$ cat config.mk
export PLATFORM = sky130hd
export DESIGN_NAME = kmap_sweep_ctrl
export DESIGN_NICKNAME = d
export VERILOG_FILES = /design/src/rtl/kmap_sweep_ctrl.sv
export SDC_FILE = /design/constraint.sdc
export NUM_CORES = 1
export LEC_CHECK = 0
export CORE_UTILIZATION = 44
export DETAILED_ROUTE_END_ITERATION = 6
export PLACE_DENSITY = 0.82
export SLEW_MARGIN = 20
export SYNTH_ARGS = -nofsm -noshare
export SYNTH_HDL_FRONTEND = slang
export SYNTH_SLANG_ARGS = --single-unit
$ cat constraint.sdc
create_clock -name clk_i -period 1.65 [get_ports clk_i]
set_input_delay 0.2475 -clock clk_i [delete_from_list [all_inputs] [get_ports clk_i]]
set_output_delay 0.2475 -clock clk_i [all_outputs]
set_load 0.005 [all_outputs]
$ cat src/rtl/kmap_sweep_ctrl.sv
// rtl/kmap_sweep_ctrl.sv - sweep sequencer for the shared 4-input function unit
module kmap_sweep_ctrl #(
  parameter bit HOLD_DONE = 1'b1
) (
  input  logic        clk_i,
  input  logic        reset_i,
  input  logic        start_i,
  input  logic        abort_i,
  input  logic [3:0]  lo_i,
  input  logic [3:0]  hi_i,
  input  logic        stop_on_one_i,
  output logic [3:0]  fx_o,
  input  logic        ff_i,
  output logic        busy_o,
  output logic        done_o,
  output logic [15:0] mask_o,
  output logic [4:0]  ones_o,
  output logic        hit_o,
  output logic [3:0]  hit_idx_o
);

  typedef enum logic [1:0] {
    S_IDLE = 2'd0,
    S_RUN  = 2'd1,
    S_DONE = 2'd2
  } state_t;

  state_t      state_q, state_d;
  logic [3:0]  cur_q, cur_d;
  logic [3:0]  hi_q, hi_d;
  logic        stop_q, stop_d;
  logic [15:0] mask_q, mask_d;
  logic [4:0]  ones_q, ones_d;
  logic        hit_q, hit_d;
  logic [3:0]  hit_idx_q, hit_idx_d;
  logic        last_pt;

  // State and result registers; reset clears everything, even mid-sweep
  always_ff @(posedge clk_i) begin
    if (reset_i) begin
      state_q   <= S_IDLE;
      cur_q     <= 4'd0;
      hi_q      <= 4'd0;
      stop_q    <= 1'b0;
      mask_q    <= 16'd0;
      ones_q    <= 5'd0;
      hit_q     <= 1'b0;
      hit_idx_q <= 4'd0;
    end else begin
      state_q   <= state_d;
      cur_q     <= cur_d;
      hi_q      <= hi_d;
      stop_q    <= stop_d;
      mask_q    <= mask_d;
      ones_q    <= ones_d;
      hit_q     <= hit_d;
      hit_idx_q <= hit_idx_d;
    end
  end

  // Next-state: start acceptance, one evaluation per RUN cycle, abort handling
  always_comb begin
    state_d   = state_q;
    cur_d     = cur_q;
    hi_d      = hi_q;
    stop_d    = stop_q;
    mask_d    = mask_q;
    ones_d    = ones_q;
    hit_d     = hit_q;
    hit_idx_d = hit_idx_q;
    // Early stop only counts when enabled; the hi boundary always ends the sweep
    last_pt   = (cur_q == hi_q) || (stop_q && ff_i);

    case (state_q)
      S_IDLE, S_DONE: begin
        if (start_i && !abort_i) begin
          state_d   = S_RUN;
          cur_d     = lo_i;
          hi_d      = hi_i;
          stop_d    = stop_on_one_i;
          mask_d    = 16'd0;
          ones_d    = 5'd0;
          hit_d     = 1'b0;
          hit_idx_d = 4'd0;
        end else if (state_q == S_DONE && !HOLD_DONE) begin
          // Pulse mode: DONE lasts a single cycle, results stay put
          state_d = S_IDLE;
        end
      end
      S_RUN: begin
        if (abort_i) begin
          state_d   = S_IDLE;
          mask_d    = 16'd0;
          ones_d    = 5'd0;
          hit_d     = 1'b0;
          hit_idx_d = 4'd0;
        end else begin
          mask_d[cur_q] = ff_i;
          ones_d        = ones_q + {4'd0, ff_i};
          if (last_pt) begin
            state_d = S_DONE;
            if (stop_q && ff_i) begin
              hit_d     = 1'b1;
              hit_idx_d = cur_q;
            end
          end else begin
            cur_d = cur_q + 4'd1;
          end
        end
      end
      default: state_d = S_IDLE;
    endcase
  end

  // Outputs: x is only driven to the unit while a sweep is running
  always_comb begin
    fx_o      = (state_q == S_RUN) ? cur_q : 4'd0;
    busy_o    = (state_q == S_RUN);
    done_o    = (state_q == S_DONE);
    mask_o    = mask_q;
    ones_o    = ones_q;
    hit_o     = hit_q;
    hit_idx_o = hit_idx_q;
  end

endmodule

After elaboration in Yosys (flattened, before gate mapping)

Index checks and enable logic that the tools add are counted.

Register bits: 37
Input bits: 14
Word-level logic and storage cells: 61

$add $sub $neg: 2
Magnitude comparators: 2
Equal/unequal tests: 8
Mux-type cells: 28
Reductions and logical operators: 13

Operators by type and width:

| kind                                                                          | count |
|---|---|
| 16-bit two-way mux                                                            | 2 |
| 4-bit two-way mux                                                             | 8 |
| 16-bit one-hot mux with 2 select lines                                        | 1 |
| 16-bit bitwise mux                                                            | 1 |
| 4-bit one-hot mux with 2 select lines                                         | 2 |
| 5-bit two-way mux                                                             | 2 |
| 5-bit one-hot mux with 2 select lines                                         | 1 |
| 4-bit AND reduction                                                           | 2 |
| 2-bit two-way mux                                                             | 3 |
| 2-bit inequality test (second input constant)                                 | 3 |
| 3-bit by 2-bit inequality test with 1-bit output (second input constant)      | 2 |
| 2-bit AND reduction                                                           | 3 |
| 5-bit by 1-bit adder with 5-bit output                                        | 1 |
| 4-bit by 5-bit less-than comparator with 1-bit output (second input constant) | 1 |
| 1-bit two-way mux                                                             | 5 |
| 4-bit by 1-bit adder with 4-bit output (second input constant)                | 1 |
| 1-bit demux with 4-bit select                                                 | 1 |
| 4-bit == test                                                                 | 1 |
| 4-bit by 1-bit >= comparator with 1-bit output (second input constant)        | 1 |
| 2-bit one-hot mux with 2 select lines                                         | 1 |
| 1-bit logical AND                                                             | 3 |
| 2-bit by 1-bit == test with 1-bit output (second input constant)              | 1 |
| 2-bit == test (second input constant)                                         | 1 |
| 2-bit zero test                                                               | 1 |
| 5 further kinds                                                               | 5 |

Longest topological paths before layout

Gate-level depths: netlist of the first run.

Depth in word-level cells: 7
Mapped depth: 7

Worst setup path after synthesis of the first run

OpenSTA, ideal clock, no wires.

Kind: reg-to-reg
Start: reg cur_q[1]
End: reg cur_q[0]
Arrival: 1401 ps
Setup slack: 115 ps
Stages on the path, launching flop included: 5
Buffers on the path: 0
Cell sequence: dfxtp_1 xor2_1 or4_1 a211oi_1 a2111oi_2

Longest elaborated chain between the ends: 4

RTL lines:

| what                                   | RTL line | RTL |
|---|---|---|
| start: declaration                     | 29       | `logic [3:0] cur_q, cur_d;` |
| start signal: assignment               | 51       | `cur_q <= cur_d;` |
| 4-bit == test                          | 72       | `last_pt = (cur_q == hi_q) \|\| (stop_q && ff_i);` |
| 1-bit logical OR                       | 72       |  |
| 2-bit inequality test (no source line) | -        |  |
| 4-bit AND reduction (no source line)   | -        |  |

Every way passes these cells.
A chain may end at the register's enable or synchronous reset.

Final worst setup path of the first run

Start: reg state_q[0]
End: reg mask_q[14] (netlist: mask_o[14])

Longest elaborated chain between the ends: 4
Elaborated cells between the ends (all ways): 8
Those cells by class: eq/ne: 3; mux: 1; reduce/logical: 4

RTL lines:

| what                                                                         | RTL line | RTL |
|---|---|---|
| start: declaration                                                           | 28       | `state_t state_q, state_d;` |
| start signal: assignment                                                     | 50       | `state_q <= state_d;` |
| 2-bit == test or 2-bit zero test (tied branches)                             | 74       | `case (state_q)` |
| 2-bit OR reduction                                                           | 74       |  |
| 2-bit inequality test (no source line) or 2-bit nonzero test (tied branches) | -        |  |
| 2-bit AND reduction (no source line)                                         | -        |  |
| end signal: assignment                                                       | 54       | `mask_q <= mask_d;` |
| end: declaration                                                             | 32       | `logic [15:0] mask_q, mask_d;` |

Several ways; a longest one is shown, not always the timed one.

==> results of run 1 <==
## stage by stage
| step | instance area (sq um) | total power, W | hold slack [ns] | setup TNS [ns] | utilization (%) |
|---|---|---|---|---|---|
| final | 2840 | 0.00199 | 0.334 | 0 | 69.9 |
| after global routing | 2840 | 0.00206 | 0.423 | -0.161 | 69.9 |
| after CTS | 2740 | 0.00196 | 0.461 | 0 | 67.6 |
| after detailed placement | 2630 | 0.00134 | 0.447 | -6.09 | 64.9 |
| after global placement | 2630 | 0.00133 | 0.446 | -4.93 | 64.9 |
| after floorplan | 1870 | 0.00115 | 0.383 | 0 | - |
## tightest hold or removal path: stages
cell            delay, ns
dlymetal6s2s_1       0.14
o21ai_0              0.09
a21oi_1              0.12
## registers in the layout (all words and copies together), names as in the netlist
name / flops
stop_q: 1
cur_q: 4
hi_q: 4
ones_o: 5
hit_o: 1
hit_idx_o: 4
mask_o: 16
state_q: 2
## final timing paths
kind	start	end	slack [ns]	cells after the start
min	abort_i	state_q[1]	0.33	3
max reg2reg	state_q[0]	mask_o[14]	0.04	6
max	state_q[0]	mask_o[14]	0.04	6
min reg2reg	hit_idx_o[0]	hit_idx_o[0]	0.46	2
## power breakdown
group | total [W] | switching (W) | internal (W) | leakage [nW]
clock network | 0.000627 | 0.000334 | 0.000293 | 0.0450
registers | 0.000931 | 0.0000169 | 0.000914 | 0.301
logic | 0.000432 | 0.000222 | 0.000209 | 0.733
total | 0.00199 | 0.000573 | 0.00142 | 1.08
## repair_timing
action                     CTS  global route
gates resized for setup     17            12
setup endpoints to repair    7            14
pin swaps                    1             2
buffers inserted             1             6
## Yosys cell counts (all sizes together) (2+ instances only)
master and count:
a211oi 2, a21oi 27, a22oi 2, a31oi 2
a32oi 3, and2 4, buf 7, clkbuf 7
dfxtp 37, ha 6, inv 4, nand2 22
nand2b 4, nand3 4, nor2 13, nor2b 2
nor3 6, nor3b 2, nor4 3, o2111ai 2
o211ai 15, o21ai 9, o311ai 2, or3 12
or3b 2, or4 3, xor2 6
## layer usage
metal / GRT usage, % / vias to the layer above / part of all wire, %
li1: - / 960 / -
met3: 5.24 / 18 / 6.1
met5: 0 / - / 0
met2: 43.1 / 77 / 50
met1: 28.6 / 944 / 42
met4: 9.57 / 0 / 2.3
## final cells by class
cell class | count | area, sq um | area share [%]
Inverter | 4 | 17.5 | 0.617
Multi-Input combinational cell | 161 | 1100 | 38.9
Clock inverter | 2 | 10.0 | 0.353
Clock buffer | 6 | 72.6 | 2.56
Timing Repair Buffer | 91 | 823 | 29.0
Tap cell | 50 | 62.6 | 2.20
Sequential cell | 37 | 747 | 26.3
## logic make-up (layout without fill, tap and decap cells)
family                   after synthesis  in the layout  share of synthesized area, %
buffers and inverters                 18            103                          4.54
AND/OR/NAND/NOR                       80             80                          24.2
flip-flops                            37             37                          39.5
multiplexers                           1              1                         0.534
AO/OA/AOI/OAI                         68             68                          24.4
adder cells (fa/ha/maj)                6              6                          4.01
XOR/XNOR                               6              6                          2.81
==> impl_metrics.prom, run 1 <==
# TYPE chip_impl_metric gauge
chip_impl_metric{name="timing.critical_path.fanout_max",unit=""} 13
chip_impl_metric{name="post_layout_nonfiller_instances",unit=""} 351
chip_impl_metric{name="io-pin-count",unit=""} 46
chip_impl_metric{name="timing.critical_path.required",unit="ns"} 1.88
chip_impl_metric{name="finalSetupViolations",unit=""} 0
chip_impl_metric{name="clock_tree.htree_level_count",unit=""} 2
chip_impl_info{name="most_frequent_standard_cell_in_the_layout_excluding_fill_and_tap_cells",value="buf_4"} 1
chip_impl_info{name="crit_family",value="simple AND/OR/NAND/NOR gates"} 1
chip_impl_metric{name="synth_top_cell_area_share",unit="%"} 39.5
chip_impl_metric{name="netlist-cell-type-count",unit=""} 45
chip_impl_metric{name="total_power_per_unit_cell_area",unit="nW/um^2"} 701
chip_impl_metric{name="timing.final.max_slew_violations",unit=""} 0
chip_impl_metric{name="max_clock_freq",unit="MHz"} 621
chip_impl_metric{name="synth-edff-count",unit=""} 0
chip_impl_info{name="status",value="finished clean"} 1
chip_impl_metric{name="cts-hold-fix-buffers",unit=""} 0
chip_impl_metric{name="route.detailed.drc",unit=""} 0
chip_impl_metric{name="routed_wl_per_cell",unit="um"} 15.5
chip_impl_metric{name="routed_vias",unit=""} 1999
chip_impl_metric{name="cts_sinks",unit=""} 37
chip_impl_info{name="layout_common_cells",value="buf_4 (43), clkdlybuf4s50_1 (38), dfxtp_1 (34)"} 1
chip_impl_metric{name="grt_first_pass_wirelength",unit="um"} 8310
chip_impl_metric{name="p_leak",unit="nW"} 1.08
chip_impl_metric{name="antenna_found_initial",unit=""} 0
chip_impl_info{name="rsz_0062_raised_after_global_routing",value="true"} 1
chip_impl_metric{name="synthArstFlopShare",unit="%"} 0
chip_impl_metric{name="detailedRoute.firstPassIterationCount",unit=""} 4
chip_impl_metric{name="route.final.wire_length",unit="um"} 5440
chip_impl_metric{name="place_hpwl",unit="um"} 3670
chip_impl_metric{name="syn_to_final_growth",unit="%"} 51.5
chip_impl_info{name="crit_path_cell_trace",value="buf_4 > buf_4 > nand4bb_1 > buf_4 > or3_1 > a21oi_2"} 1
chip_impl_metric{name="layout-drive-gt1-share",unit="%"} 25.9
chip_impl_metric{name="postRouteAntennaNets",unit=""} 0
chip_impl_metric{name="worst_pin_slew",unit="ns"} 0.335
chip_impl_metric{name="peakVddDrop",unit="mV"} 0.489
chip_impl_metric{name="port-buffer-count",unit=""} 45
chip_impl_metric{name="gpl.final_weighted_congestion",unit=""} 0.819
chip_impl_metric{name="synth_area",unit="sq um"} 1870
chip_impl_metric{name="timing.critical_path.slowest_cell_delay",unit="ns"} 0.41
chip_impl_info{name="min_delay_path_class",value="input port to flop"} 1
chip_impl_metric{name="rel_slew_slack",unit="%"} 77.5
chip_impl_metric{name="die_height",unit="um"} 67.2
chip_impl_metric{name="critical_path_arrival",unit="ns"} 1.84
chip_impl_metric{name="post_synth_inst_count",unit=""} 216
chip_impl_info{name="post_synth_main_area_contributors",value="dfxtp_1 (40%), a21oi_1 (6.9%), o211ai_1 (6.0%)"} 1
chip_impl_info{name="cts_root_buffer",value="clkbuf_8"} 1
chip_impl_metric{name="yosysWarnings",unit=""} 0
chip_impl_info{name="setup.worst_path.end_class",value="flop"} 1
chip_impl_info{name="timing.critical_path.slowest_stage_cell",value="or3_1"} 1
chip_impl_metric{name="grt_pass1_vias",unit=""} 1835
chip_impl_metric{name="synth_seq_area_share",unit="%"} 39.5
chip_impl_metric{name="die_area",unit="sq um"} 4520
chip_impl_metric{name="cts_made_buffers",unit=""} 5
chip_impl_metric{name="post_drt_via_cell_ratio",unit=""} 5.70
chip_impl_info{name="synth_top_area_cell",value="dfxtp_1"} 1
chip_impl_metric{name="fin_nets",unit=""} 320
chip_impl_info{name="synth-main-ff-cell",value="dfxtp_1"} 1
chip_impl_metric{name="timing.final.ws_setup",unit="ns"} 0.0406
chip_impl_metric{name="clkTransAtPathRegs",unit="ns"} 0.07
chip_impl_metric{name="cts-root-to-sink-buffers",unit=""} 2
chip_impl_metric{name="first_iter_violations",unit=""} 139
chip_impl_metric{name="layout_min_cycle_time",unit="ns"} 1.61
chip_impl_metric{name="grt_overflow",unit=""} 0
chip_impl_metric{name="critical_path_buf_inv_count",unit=""} 3
chip_impl_metric{name="core",unit="sq um"} 4060
chip_impl_metric{name="drv_cap",unit=""} 0
chip_impl_metric{name="synth-seq-cells",unit=""} 37
chip_impl_info{name="critPathLaunchType",value="flop"} 1
chip_impl_metric{name="gr-usage-all-layers",unit="%"} 24.5
chip_impl_metric{name="syn-mean-instance-area",unit="sq um"} 8.67
chip_impl_metric{name="syn_nets",unit=""} 236
chip_impl_metric{name="dp_cells",unit=""} 336
chip_impl_metric{name="die-width",unit="um"} 67.2
chip_impl_metric{name="min_period_over_period",unit="%"} 97.5
chip_impl_info{name="critPathKind",value="flop to flop"} 1
chip_impl_metric{name="num_antenna_cells",unit=""} 0
chip_impl_metric{name="place_ws",unit="ns"} -0.319
chip_impl_metric{name="initial_core_util",unit="%"} 46.2
chip_impl_metric{name="rows",unit=""} 23
chip_impl_metric{name="timing.final.hold_violations",unit=""} 0
chip_impl_metric{name="final.setup_skew",unit="ns"} 0.00360
chip_impl_metric{name="pin_count_of_the_biggest_net_entering_global_routing",unit=""} 39
chip_impl_metric{name="worst_skew_pair.late_latency",unit="ns"} 0.29
chip_impl_metric{name="fillers",unit=""} 309
chip_impl_info{name="cts_tree",value="built"} 1
chip_impl_info{name="critical_path.most_common_cell",value="buf_4"} 1
(Power assumes the default switching activity.)
==> inputs of run 2 (changes only) <==
--- a/config.mk
+++ b/config.mk
@@ -7,8 +7,9 @@
 export LEC_CHECK = 0
 export CORE_UTILIZATION = 44
 export DETAILED_ROUTE_END_ITERATION = 6
-export PLACE_DENSITY = 0.82
+export PLACE_DENSITY = 0.75
 export SLEW_MARGIN = 20
 export SYNTH_ARGS = -nofsm -noshare
 export SYNTH_HDL_FRONTEND = slang
 export SYNTH_SLANG_ARGS = --single-unit
+export TNS_END_PERCENT = 50
==> run 2 against run 1 <==
Global-route usage shrank 0.77 points. Fmax up 0.34%. Combinational power fell by 6.7%. Sequential share of layout area increased by 0.38 points. Final cell count down 2.3%. Register-to-register slack gained 0.02 ns. Power grew 9.4%. Die area is the same. Hold slack improved by 0.10 ns. Sequential cell count did not move. Clock skew up 0.0031 ns.
==> impl_metrics.prom, run 2 (same netlist as run 1, synthesis figures left out) <==
# TYPE chip_impl_metric gauge
chip_impl_metric{name="critical_path_buf_inv_count",unit=""} 2
chip_impl_metric{name="peakVddDrop",unit="mV"} 0.509
chip_impl_metric{name="clock_tree.htree_level_count",unit=""} 2
chip_impl_info{name="cts_tree",value="built"} 1
chip_impl_info{name="status",value="finished clean"} 1
chip_impl_metric{name="drv_cap",unit=""} 0
chip_impl_info{name="cts_root_buffer",value="clkbuf_8"} 1
chip_impl_metric{name="clkTransAtPathRegs",unit="ns"} 0.07
chip_impl_metric{name="layout_min_cycle_time",unit="ns"} 1.60
chip_impl_metric{name="register_to_register_path_depth",unit=""} 4
chip_impl_metric{name="die-width",unit="um"} 67.2
chip_impl_metric{name="cts_sinks",unit=""} 37
chip_impl_info{name="critPathKind",value="flop to output pin"} 1
chip_impl_metric{name="place_hpwl",unit="um"} 3560
chip_impl_metric{name="postRouteAntennaNets",unit=""} 0
chip_impl_info{name="most_frequent_standard_cell_in_the_layout_excluding_fill_and_tap_cells",value="clkdlybuf4s50_1"} 1
chip_impl_metric{name="min_period_over_period",unit="%"} 97.2
chip_impl_metric{name="grt_pass1_vias",unit=""} 1745
chip_impl_info{name="setup.worst_path.end_class",value="output pin"} 1
chip_impl_metric{name="syn_to_final_growth",unit="%"} 48.4
chip_impl_metric{name="setup.reg_to_reg.worst_slack",unit="ns"} 0.06
chip_impl_metric{name="route.final.wire_length",unit="um"} 4970
chip_impl_metric{name="timing.final.max_slew_violations",unit=""} 0
chip_impl_metric{name="cts-root-to-sink-buffers",unit=""} 2
chip_impl_info{name="timing.critical_path.slowest_stage_cell",value="clkdlybuf4s50_1"} 1
chip_impl_metric{name="detailedRoute.firstPassIterationCount",unit=""} 4
chip_impl_metric{name="grt_overflow",unit=""} 0
chip_impl_info{name="crit_path_cell_trace",value="nand2b_4 > inv_4 > clkdlybuf4s50_1"} 1
chip_impl_metric{name="pin_count_of_the_biggest_net_entering_global_routing",unit=""} 39
chip_impl_metric{name="port-buffer-count",unit=""} 45
chip_impl_metric{name="finalSetupViolations",unit=""} 0
chip_impl_metric{name="initial_core_util",unit="%"} 46.2
chip_impl_metric{name="fin_setup_tns",unit="ns"} 0
chip_impl_metric{name="post_dp_cell_area",unit="sq um"} 2610
chip_impl_info{name="rsz_0062_raised_after_global_routing",value="false"} 1
chip_impl_metric{name="worst_skew_pair.late_latency",unit="ns"} 0.30
chip_impl_metric{name="die_height",unit="um"} 67.2
chip_impl_metric{name="antenna_found_initial",unit=""} 0
chip_impl_info{name="crit_family",value="buffers and inverters"} 1
chip_impl_metric{name="final.setup_skew",unit="ns"} 0.00669
chip_impl_metric{name="p_leak",unit="nW"} 1.04
chip_impl_metric{name="rows",unit=""} 23
chip_impl_metric{name="grt_first_pass_wirelength",unit="um"} 8010
chip_impl_metric{name="critical_path_arrival",unit="ns"} 1.36
chip_impl_metric{name="first_iter_violations",unit=""} 132
chip_impl_metric{name="post_drt_via_cell_ratio",unit=""} 5.51
chip_impl_info{name="critPathLaunchType",value="flop"} 1
chip_impl_metric{name="worst_pin_slew",unit="ns"} 0.328
chip_impl_metric{name="gr-usage-all-layers",unit="%"} 23.7
chip_impl_metric{name="cts-hold-fix-buffers",unit=""} 0
chip_impl_metric{name="timing.critical_path.required",unit="ns"} 1.40
chip_impl_metric{name="routed_wl_per_cell",unit="um"} 14.5
chip_impl_metric{name="num_antenna_cells",unit=""} 0
chip_impl_metric{name="min_delay_path_depth",unit=""} 3
chip_impl_metric{name="gpl.final_weighted_congestion",unit=""} 0.787
chip_impl_metric{name="timing.critical_path.slowest_cell_delay",unit="ns"} 0.51
chip_impl_metric{name="rel_slew_slack",unit="%"} 78.1
chip_impl_metric{name="max_reg_flops",unit=""} 16
chip_impl_metric{name="routed_vias",unit=""} 1891
chip_impl_metric{name="total_power_per_unit_cell_area",unit="nW/um^2"} 783
chip_impl_metric{name="core",unit="sq um"} 4060
chip_impl_info{name="layout_common_cells",value="clkdlybuf4s50_1 (39), dfxtp_1 (36), buf_4 (35)"} 1
chip_impl_metric{name="route.detailed.drc",unit=""} 0
chip_impl_metric{name="fin_nets",unit=""} 312
chip_impl_info{name="worst_hold_startpoint",value="abort_i"} 1
chip_impl_metric{name="timing.final.hold_violations",unit=""} 0
chip_impl_metric{name="timing.critical_path.fanout_max",unit=""} 5
chip_impl_metric{name="io-pin-count",unit=""} 46
chip_impl_metric{name="cts_made_buffers",unit=""} 5
chip_impl_info{name="min_delay_path_class",value="input port to flop"} 1
chip_impl_info{name="worst_r2r_startpoint",value="cur_q[1]"} 1
chip_impl_metric{name="fin_area",unit="sq um"} 2780
chip_impl_info{name="worst_hold_path.endpoint",value="state_q[1]"} 1
chip_impl_metric{name="die_area",unit="sq um"} 4520
chip_impl_metric{name="layout-drive-gt1-share",unit="%"} 22.2
chip_impl_info{name="rr_endpoint",value="cur_q[1]"} 1
chip_impl_metric{name="max_clock_freq",unit="MHz"} 623
-- run 2: through the flow --
stage / total power [W] / cells / hold WS [ns] / worst slack, ns / utilization [%]
after floorplan: 0.00115 / 216 / 0.383 / 0.115 / -
after global placement: 0.00132 / 334 / 0.445 / -0.206 / 64.2
after detailed placement: 0.00133 / 334 / 0.448 / -0.263 / 64.2
after CTS: 0.00217 / 343 / 0.466 / 0.0126 / 67.7
after global routing: 0.00226 / 343 / 0.487 / 0.000252 / 68.5
final: 0.00218 / 343 / 0.438 / 0.0460 / 68.5
-- run 2: layer usage --
layer	vias to the layer above	share of wire (%)	wire, um	GRT usage [%]
li1	945	-	-	-
met1	886	44	2200	26.8
met3	8	4.4	221	6.25
met2	52	50	2470	41.9
met4	0	1.6	79	9.57
met5	-	0	0	0
-- run 2: worst min-delay path, stage by stage --
cell and delay [ns]:
dlymetal6s2s_1 0.20, o21ai_0 0.18, a21oi_1 0.06
-- run 2: layout make-up --
cell class	instances	area (sq um)
Fill cell	363	1280
Multi-Input combinational cell	161	1080
Timing Repair Buffer	83	752
Sequential cell	37	742
Clock buffer	6	82.6
Tap cell	50	62.6
Clock inverter	2	37.5
Inverter	4	17.5
-- run 2: worst max-delay path by stage --
stage,start,slack [ns],to,depth (start not counted)
after detailed placement,abort_i,-0.26,hit_idx_o[2],5
after CTS,state_q[0],0.01,hit_idx_o[0],5
after global placement,abort_i,-0.21,cur_q[0],5
after floorplan,cur_q[1],0.11,cur_q[0],4
after global routing,state_q[0],0.0003,ones_o[4],7
final,state_q[1],0.05,busy_o,3
-- run 2: repair_timing --
action / CTS / global route
setup endpoints to repair: 6 / 18
setup buffers: 1 / 0
resized for setup: 10 / 9
-- run 2: where the power goes --
group          internal (W)  switching (W)  leakage (nW)
Sequential         0.000914      0.0000187         0.300
Combinational      0.000194       0.000209         0.681
Clock              0.000492       0.000350        0.0574
==> edit 1, RTL diff (settings of run 1) <==
The parameter `HOLD_DONE` goes from 1'b1 to 1'b0.
--- a/src/rtl/kmap_sweep_ctrl.sv
+++ b/src/rtl/kmap_sweep_ctrl.sv
@@ -1,6 +1,6 @@
 // rtl/kmap_sweep_ctrl.sv - sweep sequencer for the shared 4-input function unit
 module kmap_sweep_ctrl #(
-  parameter bit HOLD_DONE = 1'b1
+  parameter bit HOLD_DONE = 1'b0
 ) (
   input  logic        clk_i,
   input  logic        reset_i,
Behaviour: not the same (a bounded check fails within 4 cycles, from zero or initial values and one cycle with reset_i high).
==> edit 1 against run 1 <==
Synthesized cell count fell by 5.1%; sequential cell count did not move; die area fell by 0.39%; area after synthesis fell by 0.40%; worst setup slack improved by 58 ps; clock skew rose by 2.0 ps; routed wire length fell by 16%; count of clock-buffer cells in the layout did not move; power fell by 2.6%; fmax rose by 3.7%; via count fell by 13%; cell area fell by 8.2%; critical endpoint unchanged.
==> edit 1: results (changes against run 1) <==
[synthesis]
yosysWarnings=0  ; unchanged
avgSynthCellArea_um2=9.10  ; was 8.67 um^2
synth-compound-area-share=0.168  ; was 0.244
synth_common_cells=dfxtp_1 (37), nor2_1 (17), nand2_1 (16), a31oi_1 (14), nand2b_1 (14)  ; was dfxtp_1 (37), a21oi_1 (26), nand2_1 (22), o211ai_1 (15), nor2_1 (13)
synth_nets=225  ; was 236
synth-adder-area-share=0.0402  ; was 0.0401
yosys-top-cells-area=dfxtp_1 (40%), mux2i_1 (7.0%), a31oi_1 (4.7%)  ; was dfxtp_1 (40%), a21oi_1 (6.9%), o211ai_1 (6.0%)
synth_xor_area_frac=0.0282  ; was 0.0281
synthMuxAreaShare=0.0758  ; was 0.00534

[global_route]
grt_max_degree=22  ; was 39
use_met2=0.373  ; was 0.431
grt_use_total=0.225  ; was 0.245
grt_pass1_wl_um=7450  ; was 8310 um
grtUsageMet1=0.276  ; was 0.286
grt_pass1_vias=1636  ; was 1835
grtUsageMet3=0.0514  ; was 0.0524

[worst_setup_path]
crit_arrival_ps=1790  ; was 1840 ps
reg2reg_from=state_q[1]  ; was state_q[0]
critical_path.max_fanout=17  ; was 13
cpPeakStageDelay_ps=330  ; was 410 ps
reg2reg_depth=7  ; was 6
reg2reg_slack_ps=100  ; was 40 ps
crit_family=compound AO/OA/AOI/OAI gates  ; was simple AND/OR/NAND/NOR gates
cp_slowest_cell=dfxtp_1  ; was or3_1

[routing]
drtIter0Drc=96  ; was 139
wl_met1_um=2030  ; was 2280 um
dr.pass1.iters=4  ; unchanged
routed_wl_um=4550  ; was 5440 um
wl_met3_um=234  ; was 334 um
wl_per_cell_um=14.3  ; was 15.5 um
met2WireLength_um=2200  ; was 2710 um
vias=1743  ; was 1999

[status]
outcome=finished clean  ; unchanged

[place]
place_hpwl_um=3190  ; was 3670 um
gp_congestion=0.892  ; was 0.819
place_ws_ps=-153  ; was -319 ps
numPlacedInstances=305  ; was 336

[layout]
clkCellAreaFrac=0.0370  ; was 0.0291
multiInputGateArea_um2=1030  ; was 1100 um^2
multi_input_cells=150  ; was 161
buffers=69  ; was 91
seq_cell_count=37  ; unchanged
seqCellArea_um2=753  ; was 747 um^2
buf_share=0.245  ; was 0.290
fin_nets=287  ; was 320

[power]
p_int_mw=1.42  ; about the same
seqPwrFrac=0.479  ; was 0.468
power.total_mw=1.94  ; was 1.99 mW
ir_drop_mv=0.498  ; was 0.489 mV
p_clk_uw=666  ; was 627 uW
power_leakage_nw=1.05  ; was 1.08 nW

[sta]
skew_ps=5.61  ; was 3.60 ps
hold_viol_final=0  ; unchanged
fin_crit_ps=1550  ; was 1610 ps
worst_pin_slew_ps=401  ; was 335 ps

[hold_path]
hold-path-endpoint=stop_q  ; was state_q[1]
min_from=stop_q  ; was abort_i
hold_path.class=reg2reg  ; was in2reg
whs_path_depth=2  ; was 3

-- edit 1: changes by cell type after synthesis, moves of 6 or more --
| cell | delta |
|---|---|
| a21oi_1 | -14 |
| mux2i_1 | +12 |
| a31oi_1 | +12 |
| o211ai_1 | -14 |
| o21ai_1 | -6 |
| nand2b_1 | +10 |
| or3_1 | -12 |
| nand2_1 | -6 |
-- edit 1: what timing repair did --
item	CTS	global route
buffers inserted	5	0
cloned	0	0
gates resized for setup	17	2
endpoints found under the setup margin	5	2
hold buffers	0	0
-- edit 1: per-stage QoR --
step	area [um^2]	hold slack [ps]	util
after floorplan	1870	383	-
after global placement	2450	446	0.609
after detailed placement	2450	450	0.609
after CTS	2600	461	0.645
after global routing	2610	481	0.647
final	2610	458	0.647
-- edit 1: worst min-delay path: cells and delay by family, from the launching register on --
kind / cells / cell delay [ps]
and+or+nand+nor: 1 / 50
AOI/OAI and AO/OA: 1 / 50
DFF: 1 / 310
==> edit 2, RTL diff (settings of run 1) <==
Without the edit above. Take the reset off `hi_q` and load it in a clocked block of its own.
--- a/src/rtl/kmap_sweep_ctrl.sv
+++ b/src/rtl/kmap_sweep_ctrl.sv
@@ -40,7 +40,6 @@
     if (reset_i) begin
       state_q   <= S_IDLE;
       cur_q     <= 4'd0;
-      hi_q      <= 4'd0;
       stop_q    <= 1'b0;
       mask_q    <= 16'd0;
       ones_q    <= 5'd0;
@@ -49,13 +48,16 @@
     end else begin
       state_q   <= state_d;
       cur_q     <= cur_d;
-      hi_q      <= hi_d;
       stop_q    <= stop_d;
       mask_q    <= mask_d;
       ones_q    <= ones_d;
       hit_q     <= hit_d;
       hit_idx_q <= hit_idx_d;
     end
+  end
+
+  always_ff @(posedge clk_i) begin
+    hi_q <= hi_d;
   end
 
   // Next-state: start acceptance, one evaluation per RUN cycle, abort handling
Behaviour: same outputs for any inputs over 10 cycles, from zero or initial values and one cycle with reset_i high; that may be too few to reach the edited logic, so the function may still have changed.
==> edit 2 against run 1 <==
The flow now finishes with violations (negative setup slack); highest routed layer unchanged; power is 5.2% lower; worst setup slack worse by 190 ps; worst hold slack better by 130 ps; routed wire length is 1.6% higher; largest power group unchanged; cell area is 2.2% lower; clock power is 0.8% lower; sequential cell count stayed put; area after synthesis is 3.7% lower.
==> edit 2: results (changes against run 1) <==
[status]
outcome=complete, but fails checks  ; was finished clean
violations=negative setup slack

[worst_setup_path]
cpPeakStageDelay_ps=420
critical_path.max_fanout=4  ; was 13
cp_slowest_cell=dfxtp_1  ; was or3_1
crit_arrival_ps=1970  ; was 1840 ps

[clock_tree]
cts_root_buf=clkbuf_8  ; unchanged
cts_buffers=5  ; unchanged
htreeDepth=2  ; unchanged
cts_buffer_depth=2  ; unchanged
clk_latency_ps=290  ; about the same
path_clk_slew_ps=80

[global_route]
antenna_found_initial=0  ; unchanged
grt_pass1_vias=1680  ; was 1835
grt_use_total=0.241  ; was 0.245
grt_max_degree=19  ; was 39
grt_pass1_wl_um=7900  ; was 8310 um

[synthesis]
yosysSeqAreaShare=0.433  ; was 0.395
async_flop_share=0  ; unchanged
yosys-top-cells-area=dfxtp_1 (37%), a21oi_1 (6.9%), edfxtp_1 (6.7%)  ; was dfxtp_1 (40%), a21oi_1 (6.9%), o211ai_1 (6.0%)
ys_types=45  ; unchanged
synth_nets=217  ; was 236
synth-edff-count=4  ; was 0
yosysWarnings=0  ; unchanged
synth_common_cells=dfxtp_1 (33), a21oi_1 (25), nor2_1 (12), o211ai_1 (12), or3_1 (12)  ; was dfxtp_1 (37), a21oi_1 (26), nand2_1 (22), o211ai_1 (15), nor2_1 (13)
synth_flop_cell=dfxtp_1  ; unchanged

[place]
place_hpwl_um=3460  ; was 3670 um
portBuffers=45  ; unchanged
gp_congestion=0.869  ; was 0.819
place_ws_ps=-395  ; was -319 ps

[layout]
drive_gt1_frac=0.247  ; was 0.259
largest_register_ffs=16  ; unchanged
n_antenna_cell=0  ; unchanged
fin_nets=290  ; was 320
fill_cells=264  ; was 309

[sta]
finalWorstSetupSlack_ps=-153  ; was 40.6 ps
slew_headroom=0.695  ; was 0.775
fin_setup_tns_ps=-171  ; was 0 ps
skew_ps=9.28  ; was 3.60 ps
finalSetupViolCount=2  ; was 0

[routing]
drtIter0Drc=134  ; was 139
dr.pass1.iters=4  ; unchanged
avgViaCountPerCell=5.97  ; was 5.70
wl_per_cell_um=17.3  ; was 15.5 um

[power]
ir_drop_mv=0.664  ; was 0.489 mV
power_leakage_nw=1.06  ; was 1.08 nW

[hold_path]
hold_path.class=reg2reg  ; was in2reg

edit 2: worst paths after layout:
path         depth (start not counted)  slack, ps          from      endpoint
max reg2reg                          5       -150      cur_q[0]      cur_q[2]
max                                  5       -150      cur_q[0]      cur_q[2]
min                                  2        460  hit_idx_o[3]  hit_idx_o[3]
min reg2reg                          2        460  hit_idx_o[3]  hit_idx_o[3]
edit 2: power breakdown:
group | total (mW) | switching, mW | internal, mW
Combinational | 0.323 | 0.173 | 0.150
Clock | 0.622 | 0.329 | 0.293
Sequential | 0.942 | 0.0173 | 0.924
edit 2: cells by family (layout without fill, tap and decap cells):
group,after synthesis,count (layout),synth area share
buffers and inverters,18,92,0.0485
xor gates and xnor gates,5,5,0.0243
adders and majority gates,6,6,0.0416
and+or+nand+nor,64,64,0.202
AOI/OAI and AO/OA,65,65,0.239
DFF,37,37,0.433
muxes,2,2,0.0118
edit 2: per-layer routing:
layer | global-route usage | wire [um]
met1 | 0.302 | 2150
met2 | 0.392 | 2780
met3 | 0.0690 | 435
met4 | 0.0878 | 162
met5 | 0 | 0
edit 2: area by class of cell:
| class | instances | area, um^2 | area share |
|---|---|---|---|
| well taps | 48 | 60.1 | 0.0216 |
| repair buffers | 80 | 768 | 0.277 |
| inverters | 4 | 22.5 | 0.00812 |
| flip-flops and latches | 37 | 785 | 0.283 |
| clock buffers | 6 | 72.6 | 0.0261 |
| multi-input cells | 142 | 1060 | 0.381 |
| clock inverters | 2 | 10.0 | 0.00361 |
edit 2: worst max-delay path: cells and delay by family (launching register included):
family	cells	cell delay [ps]
XOR/XNOR	1	250
AND/OR/NAND/NOR	1	90
buffers and inverters	1	180
flip-flops	1	420
AO/OA/AOI/OAI	2	740
edit 2: what timing repair did:
action,CTS,global route
buffers inserted,0,4
gates resized for setup,6,37
endpoints found under the setup margin,28,32
pin swaps,0,7
edit 2: per-stage QoR:
stage,std cells,cell area [um^2]
floorplan,197,1800
global placement,308,2490
detailed placement,308,2490
CTS,316,2590
global route,319,2780
finish,319,2780
